<file path="src/rtl/elink_trig_sum_sched.sv">
// elink_trig_sum_sched
// Shares one 4-input elink trigger summer across NGROUP groups of four
// 12-bit trigger words. A bunch-crossing strobe snapshots every group and
// the threshold; groups are then issued to the summer one per cycle, and a
// {valid,group} tag pipeline aligns each result with the summer's latency.
//
// Optional feature macro: ELINK_SCHED_MASK_EN
//   Adds grp_mask; masked groups are skipped and the remaining groups are
//   issued back-to-back in ascending order.
//
// state   | meaning
// S_IDLE  | waiting for bx_strobe, summer operands held at zero
// S_ISSUE | one snapshot group presented to the summer per cycle
// S_DRAIN | last operands issued, waiting SUM_LAT cycles for the results

module elink_trig_sum_sched #(
  parameter int NGROUP  = 4,
  parameter int SUM_LAT = 1,
  parameter int GW      = $clog2(NGROUP)
) (
  input  logic                 clk,
  input  logic                 rst,
  input  logic                 bx_strobe,
  input  logic [NGROUP*48-1:0] grp_data,
  input  logic [12:0]          thr,
`ifdef ELINK_SCHED_MASK_EN
  input  logic [NGROUP-1:0]    grp_mask,
`endif
  output logic [11:0]          sum_in1,
  output logic [11:0]          sum_in2,
  output logic [11:0]          sum_in3,
  output logic [11:0]          sum_in4,
  input  logic [12:0]          sum_out,
  output logic                 out_valid,
  output logic [GW-1:0]        out_group,
  output logic [12:0]          out_sum,
  output logic                 out_over_thr,
  output logic                 busy,
  output logic                 overrun,
  output logic [7:0]           overrun_cnt
);

  typedef enum logic [1:0] {S_IDLE, S_ISSUE, S_DRAIN} state_t;

  state_t               state;
  logic [NGROUP*48-1:0] snap;
  logic [12:0]          thr_q;
  logic [NGROUP-1:0]    pend;
  logic [2:0]           drain_cnt;
  logic                 iss_valid;
  logic [GW-1:0]        iss_group;
  logic [NGROUP-1:0]    start_mask;
  logic [GW-1:0]        start_grp;
  logic [GW-1:0]        pend_grp;
  logic [SUM_LAT-1:0]   tag_v;
  logic [GW-1:0]        tag_g [SUM_LAT];
  logic [12:0]          sum_hold;

  // lowest-numbered set bit; callers only use it when some bit is set
  function automatic logic [GW-1:0] lowest_set(input logic [NGROUP-1:0] v);
    logic [GW-1:0] idx;
    idx = '0;
    for (int i = NGROUP - 1; i >= 0; i--) begin
      if (v[i]) idx = GW'(i);
    end
    return idx;
  endfunction

`ifdef ELINK_SCHED_MASK_EN
  assign start_mask = grp_mask;
`else
  assign start_mask = '1;
`endif

  assign start_grp = lowest_set(start_mask);
  assign pend_grp  = lowest_set(pend);

  // Schedule FSM: snapshot on strobe, issue pending groups, drain, count drops
  always_ff @(posedge clk) begin
    if (rst) begin
      state       <= S_IDLE;
      snap        <= '0;
      thr_q       <= '0;
      pend        <= '0;
      drain_cnt   <= '0;
      iss_valid   <= 1'b0;
      iss_group   <= '0;
      sum_in1     <= '0;
      sum_in2     <= '0;
      sum_in3     <= '0;
      sum_in4     <= '0;
      busy        <= 1'b0;
      overrun     <= 1'b0;
      overrun_cnt <= '0;
    end else begin
      overrun <= 1'b0;
      if (bx_strobe && state != S_IDLE) begin
        overrun <= 1'b1;
        if (overrun_cnt != 8'hFF) overrun_cnt <= overrun_cnt + 8'd1;
      end
      case (state)
        S_IDLE: begin
          iss_valid <= 1'b0;
          {sum_in4, sum_in3, sum_in2, sum_in1} <= '0;
          if (bx_strobe) begin
            snap  <= grp_data;
            thr_q <= thr;
            busy  <= 1'b1;
            if (|start_mask) begin
              // first group goes straight from the input so it issues at t+1
              state     <= S_ISSUE;
              {sum_in4, sum_in3, sum_in2, sum_in1} <= grp_data[start_grp*48 +: 48];
              iss_valid <= 1'b1;
              iss_group <= start_grp;
              pend      <= start_mask & ~(NGROUP'(1) << start_grp);
            end else begin
              // nothing to issue: a single busy cycle, then back to idle
              state     <= S_DRAIN;
              drain_cnt <= '0;
            end
          end
        end
        S_ISSUE: begin
          if (|pend) begin
            {sum_in4, sum_in3, sum_in2, sum_in1} <= snap[pend_grp*48 +: 48];
            iss_valid <= 1'b1;
            iss_group <= pend_grp;
            pend      <= pend & ~(NGROUP'(1) << pend_grp);
          end else begin
            {sum_in4, sum_in3, sum_in2, sum_in1} <= '0;
            iss_valid <= 1'b0;
            state     <= S_DRAIN;
            drain_cnt <= 3'(SUM_LAT - 1);
          end
        end
        S_DRAIN: begin
          iss_valid <= 1'b0;
          if (drain_cnt == '0) begin
            state <= S_IDLE;
            busy  <= 1'b0;
          end else begin
            drain_cnt <= drain_cnt - 3'd1;
          end
        end
        default: begin
          state <= S_IDLE;
          busy  <= 1'b0;
        end
      endcase
    end
  end

  // Tag pipeline matching the summer latency; group tags and sum hold last valid
  always_ff @(posedge clk) begin
    if (rst) begin
      tag_v    <= '0;
      sum_hold <= '0;
      for (int i = 0; i < SUM_LAT; i++) tag_g[i] <= '0;
    end else begin
      tag_v[0] <= iss_valid;
      if (iss_valid) tag_g[0] <= iss_group;
      for (int i = 1; i < SUM_LAT; i++) begin
        tag_v[i] <= tag_v[i-1];
        if (tag_v[i-1]) tag_g[i] <= tag_g[i-1];
      end
      if (tag_v[SUM_LAT-1]) sum_hold <= sum_out;
    end
  end

  // The summer result is only present in its valid cycle, so out_sum passes it
  // through then and otherwise shows the last captured value.
  assign out_valid    = tag_v[SUM_LAT-1];
  assign out_group    = tag_g[SUM_LAT-1];
  assign out_sum      = out_valid ? sum_out : sum_hold;
  assign out_over_thr = out_valid && (sum_out >= thr_q);

endmodule
</file>
<file path="config.mk">
export PLATFORM = sky130hd
export DESIGN_NAME = elink_trig_sum_sched
export DESIGN_NICKNAME = d
export VERILOG_FILES = /design/src/rtl/elink_trig_sum_sched.sv
export SDC_FILE = /design/constraint.sdc
export NUM_CORES = 1
export LEC_CHECK = 0
export ABC_CLOCK_PERIOD_IN_PS = 1740
export CAP_MARGIN = 0
export CELL_PAD_IN_SITES_DETAIL_PLACEMENT = 2
export CELL_PAD_IN_SITES_GLOBAL_PLACEMENT = 2
export CORE_ASPECT_RATIO = 0.75
export CORE_MARGIN = 10
export CORE_UTILIZATION = 32
export DETAILED_ROUTE_END_ITERATION = 16
export DONT_BUFFER_PORTS = 1
export PLACE_DENSITY = 0.7
export SLEW_MARGIN = 10
export SYNTH_ARGS = -nofsm -noshare
export SYNTH_HDL_FRONTEND = slang
export SYNTH_SLANG_ARGS = --single-unit
</file>
<file path="constraint.sdc">
create_clock -name clk -period 1.74 [get_ports clk]
set_input_delay 0.348 -clock clk [delete_from_list [all_inputs] [get_ports clk]]
set_output_delay 0.348 -clock clk [all_outputs]
set_load 0.02 [all_outputs]
</file>
==> run_results.csv <==
group,metric,value,unit
sta,fmax,430,MHz
floorplan,initial_utilization,32.6,%
drt,drt_iter0_drc,706,
cts,cts_tree,"yes",
synthesis,syn_nets,1832,
placement,dp_slack,-0.202,ns
sta,worst_slack,-0.584,ns
sta,fin_crit_sh,134,%
cts,clock_sinks,291,
synthesis,synthesis.area,12600,sq um
drt,drcViolationCount,0,
sta,holdWs,-0.0630,ns
synthesis,synth-seq-cells,291,
drt,dr_total_vias,12600,
sta,worst_slew_margin_rel,47.1,%
synthesis,synth_cell_type_count,42,
grt,grt.busiest_layer,"met2",
placement,hpwlAfterDp,36.4,mm
run_status,outcome,"finished with violations",
grt,grtUsageMet2,35.4,%
grt,antenna_found_initial,7,
sta,skew,0.0194,ns
synthesis,ys.flop_type,"dfxtp_1",
drt,vias_per_cell,5.42,
power_and_ir_drop,p_leak,6.87,nW
run_status,violations,"negative hold slack, negative setup slack",
grt,globalRouteTotalUtil,21.9,%
grt,grt_pass1_vias,12600,
critical_path,critPathKind,"reg -> out",
synthesis,synth-edff-count,2,
grt,met3_usage,5.00,%
grt,grt_overflow,0,
sta,tightestPinTransition,0.785,ns
floorplan,ios,296,
placement,gp_congestion,0.818,
critical_path,worstSetupEndpointType,"output port",
cts,clkSlewWorstSetupHoldPaths,0.06,ns
layout,layout.nets,2014,
synthesis,synth.avg_cell_area,7.90,sq um
critical_path,crit_fanout,2,
floorplan,die_y,192,um
min_path,hold_class,"in -> reg",
synthesis,ys_seq_area_share,46.5,%
grt,grt_max_degree,290,
critical_path,arrival,1.98,ns
power_and_ir_drop,powerDensity,1780,nW/um^2
synthesis,synth.top_cell.area_share,46.1,%
floorplan,row_count,62,
synthesis,yosys_warnings,0,
floorplan,dieArea,47700,sq um
critical_path,crit_path_start_kind,"flip-flop",
flow_run,cap_violations,0,
sta,slew_violations,0,
drt,totalWireLength,63.1,mm
layout,drive_above_1_share,24.9,%
floorplan,die_x,249,um
synthesis,netlist_top_cells_area,"dfxtp_1 46%, nand2_1 15%, a21oi_1 11%, mux2_2 4.8%, a221o_1 3.8%",
power_and_ir_drop,max-vdd-ir-drop,0.000690,V
synthesis,synthArstFlopShare,0,%
drt,post_drt_wl_per_cell,27.2,um
sta,period_minus_slack,2.32,ns
critical_path,required,1.39,ns
synthesis,syn-instance-count,1591,
cts,clockBufferDepth,3,
sta,rsz0062_at_grt,"true",
grt,grt_pass1_wl,81.6,mm
power_and_ir_drop,p_total,31.7,mW
sta,hold_viol,83,
layout,syn_to_final_growth,42.3,%
placement,port_buffers,0,
synthesis,synth_area_leader_cell,"dfxtp_1",
floorplan,core-area,38600,sq um
cts,h-tree-depth,2,
cts,worstSkewPairLatency,0.53,ns
cts,cts_buffers,34,
drt,drtPass1Iterations,5,
drt,ant_nets,0,
cts,root_buffer,"clkbuf_16",
sta,setup_viol,116,
grt,met1_usage,29.3,%
[registers in the layout, indices dropped and copies added (netlist names), 8 cells and up]
register and flops:
sum_in2 12, snap 192, sum_hold 13, sum_in3 12, sum_in1 12, thr_q 13, sum_in4 12, overrun_cnt 8
[layout make-up]
class / instances / area, sq um
diodes: 7 / 17.5
clock buffers: 56 / 1090
clock inverters: 5 / 56.3
fillers: 4101 / 20700
inverters: 21 / 78.8
multi-input cells: 1154 / 6820
flip-flops and latches: 291 / 5860
well taps: 512 / 641
repair buffers: 271 / 3310
[kinds of logic (layout without fill, tap and decap cells)]
| kind of cell | count (synthesis) | in the layout | share of synthesized area [%] |
|---|---|---|---|
| flops | 291 | 291 | 46.5 |
| xor+xnor | 8 | 8 | 0.558 |
| simple gates | 675 | 675 | 22.5 |
| buf+inv | 146 | 353 | 5.00 |
| compound gates | 385 | 385 | 17.6 |
| mux | 66 | 66 | 5.88 |
| fa+ha+maj | 20 | 20 | 1.99 |
| other cells | 0 | 7 | 0 |
[layer usage]
metal / wire [um] / part of all wire, %
met5: 0 / 0
met4: 1380 / 2.2
met3: 3520 / 5.6
met2: 30300 / 48
met1: 27900 / 44
[cell usage after synthesis (21+ instances only)]
cell      instances
a21oi_1         270
a221o_1          48
buf_2            22
clkbuf_1         90
dfxtp_1         289
inv_1            21
mux2_2           53
nand2_1         510
nor2_1           69
nor2b_1          23
nor3_1           31
o21ai_0          53
[worst paths after layout]
kind | start | end | slack, ns | cells after the start
setup / recovery | thr_q[7] | out_over_thr | -0.58 | 7
hold / removal | rst | snap[53] | -0.06 | 1
setup reg to reg | state[1] | sum_in4[5] | -0.21 | 10
hold reg to reg | snap[55] | snap[55] | 0.46 | 2
[stage by stage]
step                      instance area, sq um  utilization (%)  instances  TNS [ns]
after detailed placement                 13900             36.1       2085     -5.39
after global routing                     17900             46.3       2314    -19.27
after CTS                                16100             41.8       2208     -5.12
after floorplan                          12600                -       1591     -1.45
after global placement                   13900             36.1       2085     -1.94
final                                    17900             46.4       2317     -8.11
[cells in the final DEF, fill, tap and decap left out, types with 12 or more instances in the layout]
master         count
nor3_1            16
buf_12            29
buf_6             17
buf_4             82
nor2_1            59
ha_1              12
dfxtp_1          278
inv_1             16
a21oi_1          196
o21ai_0           51
dlygate4sd3_1    106
clkbuf_16         56
a21oi_2           71
mux2_2            40
a221o_1           48
nor3_2            35
nor2b_1           16
nand2_1          499
mux2_4            13
[timing repair]
action	CTS	global route
pin swaps	50	82
setup buffers	12	27
gates cloned	10	19
resized for setup	70	143
setup endpoints to repair	122	96
endpoints found under the hold margin	287	228
hold buffers	40	69
[power breakdown]
part / internal (mW) / total [mW] / leakage [nW] / switching [mW]
logic: 6.45 / 14.3 / 3.91 / 7.81
registers: 8.16 / 9.96 / 2.40 / 1.80
clock network: 4.43 / 7.51 / 0.564 / 3.08
[worst max-delay path, cell delays in order (launching register included)]
cell	delay, ns
dfxtp_2	0.33
inv_1	0.06
ha_1	0.34
nand2_4	0.08
nor2_4	0.16
o311ai_2	0.12
a21oi_1	0.15
o21a_2	0.22
Power figures use the tool's default switching activity.
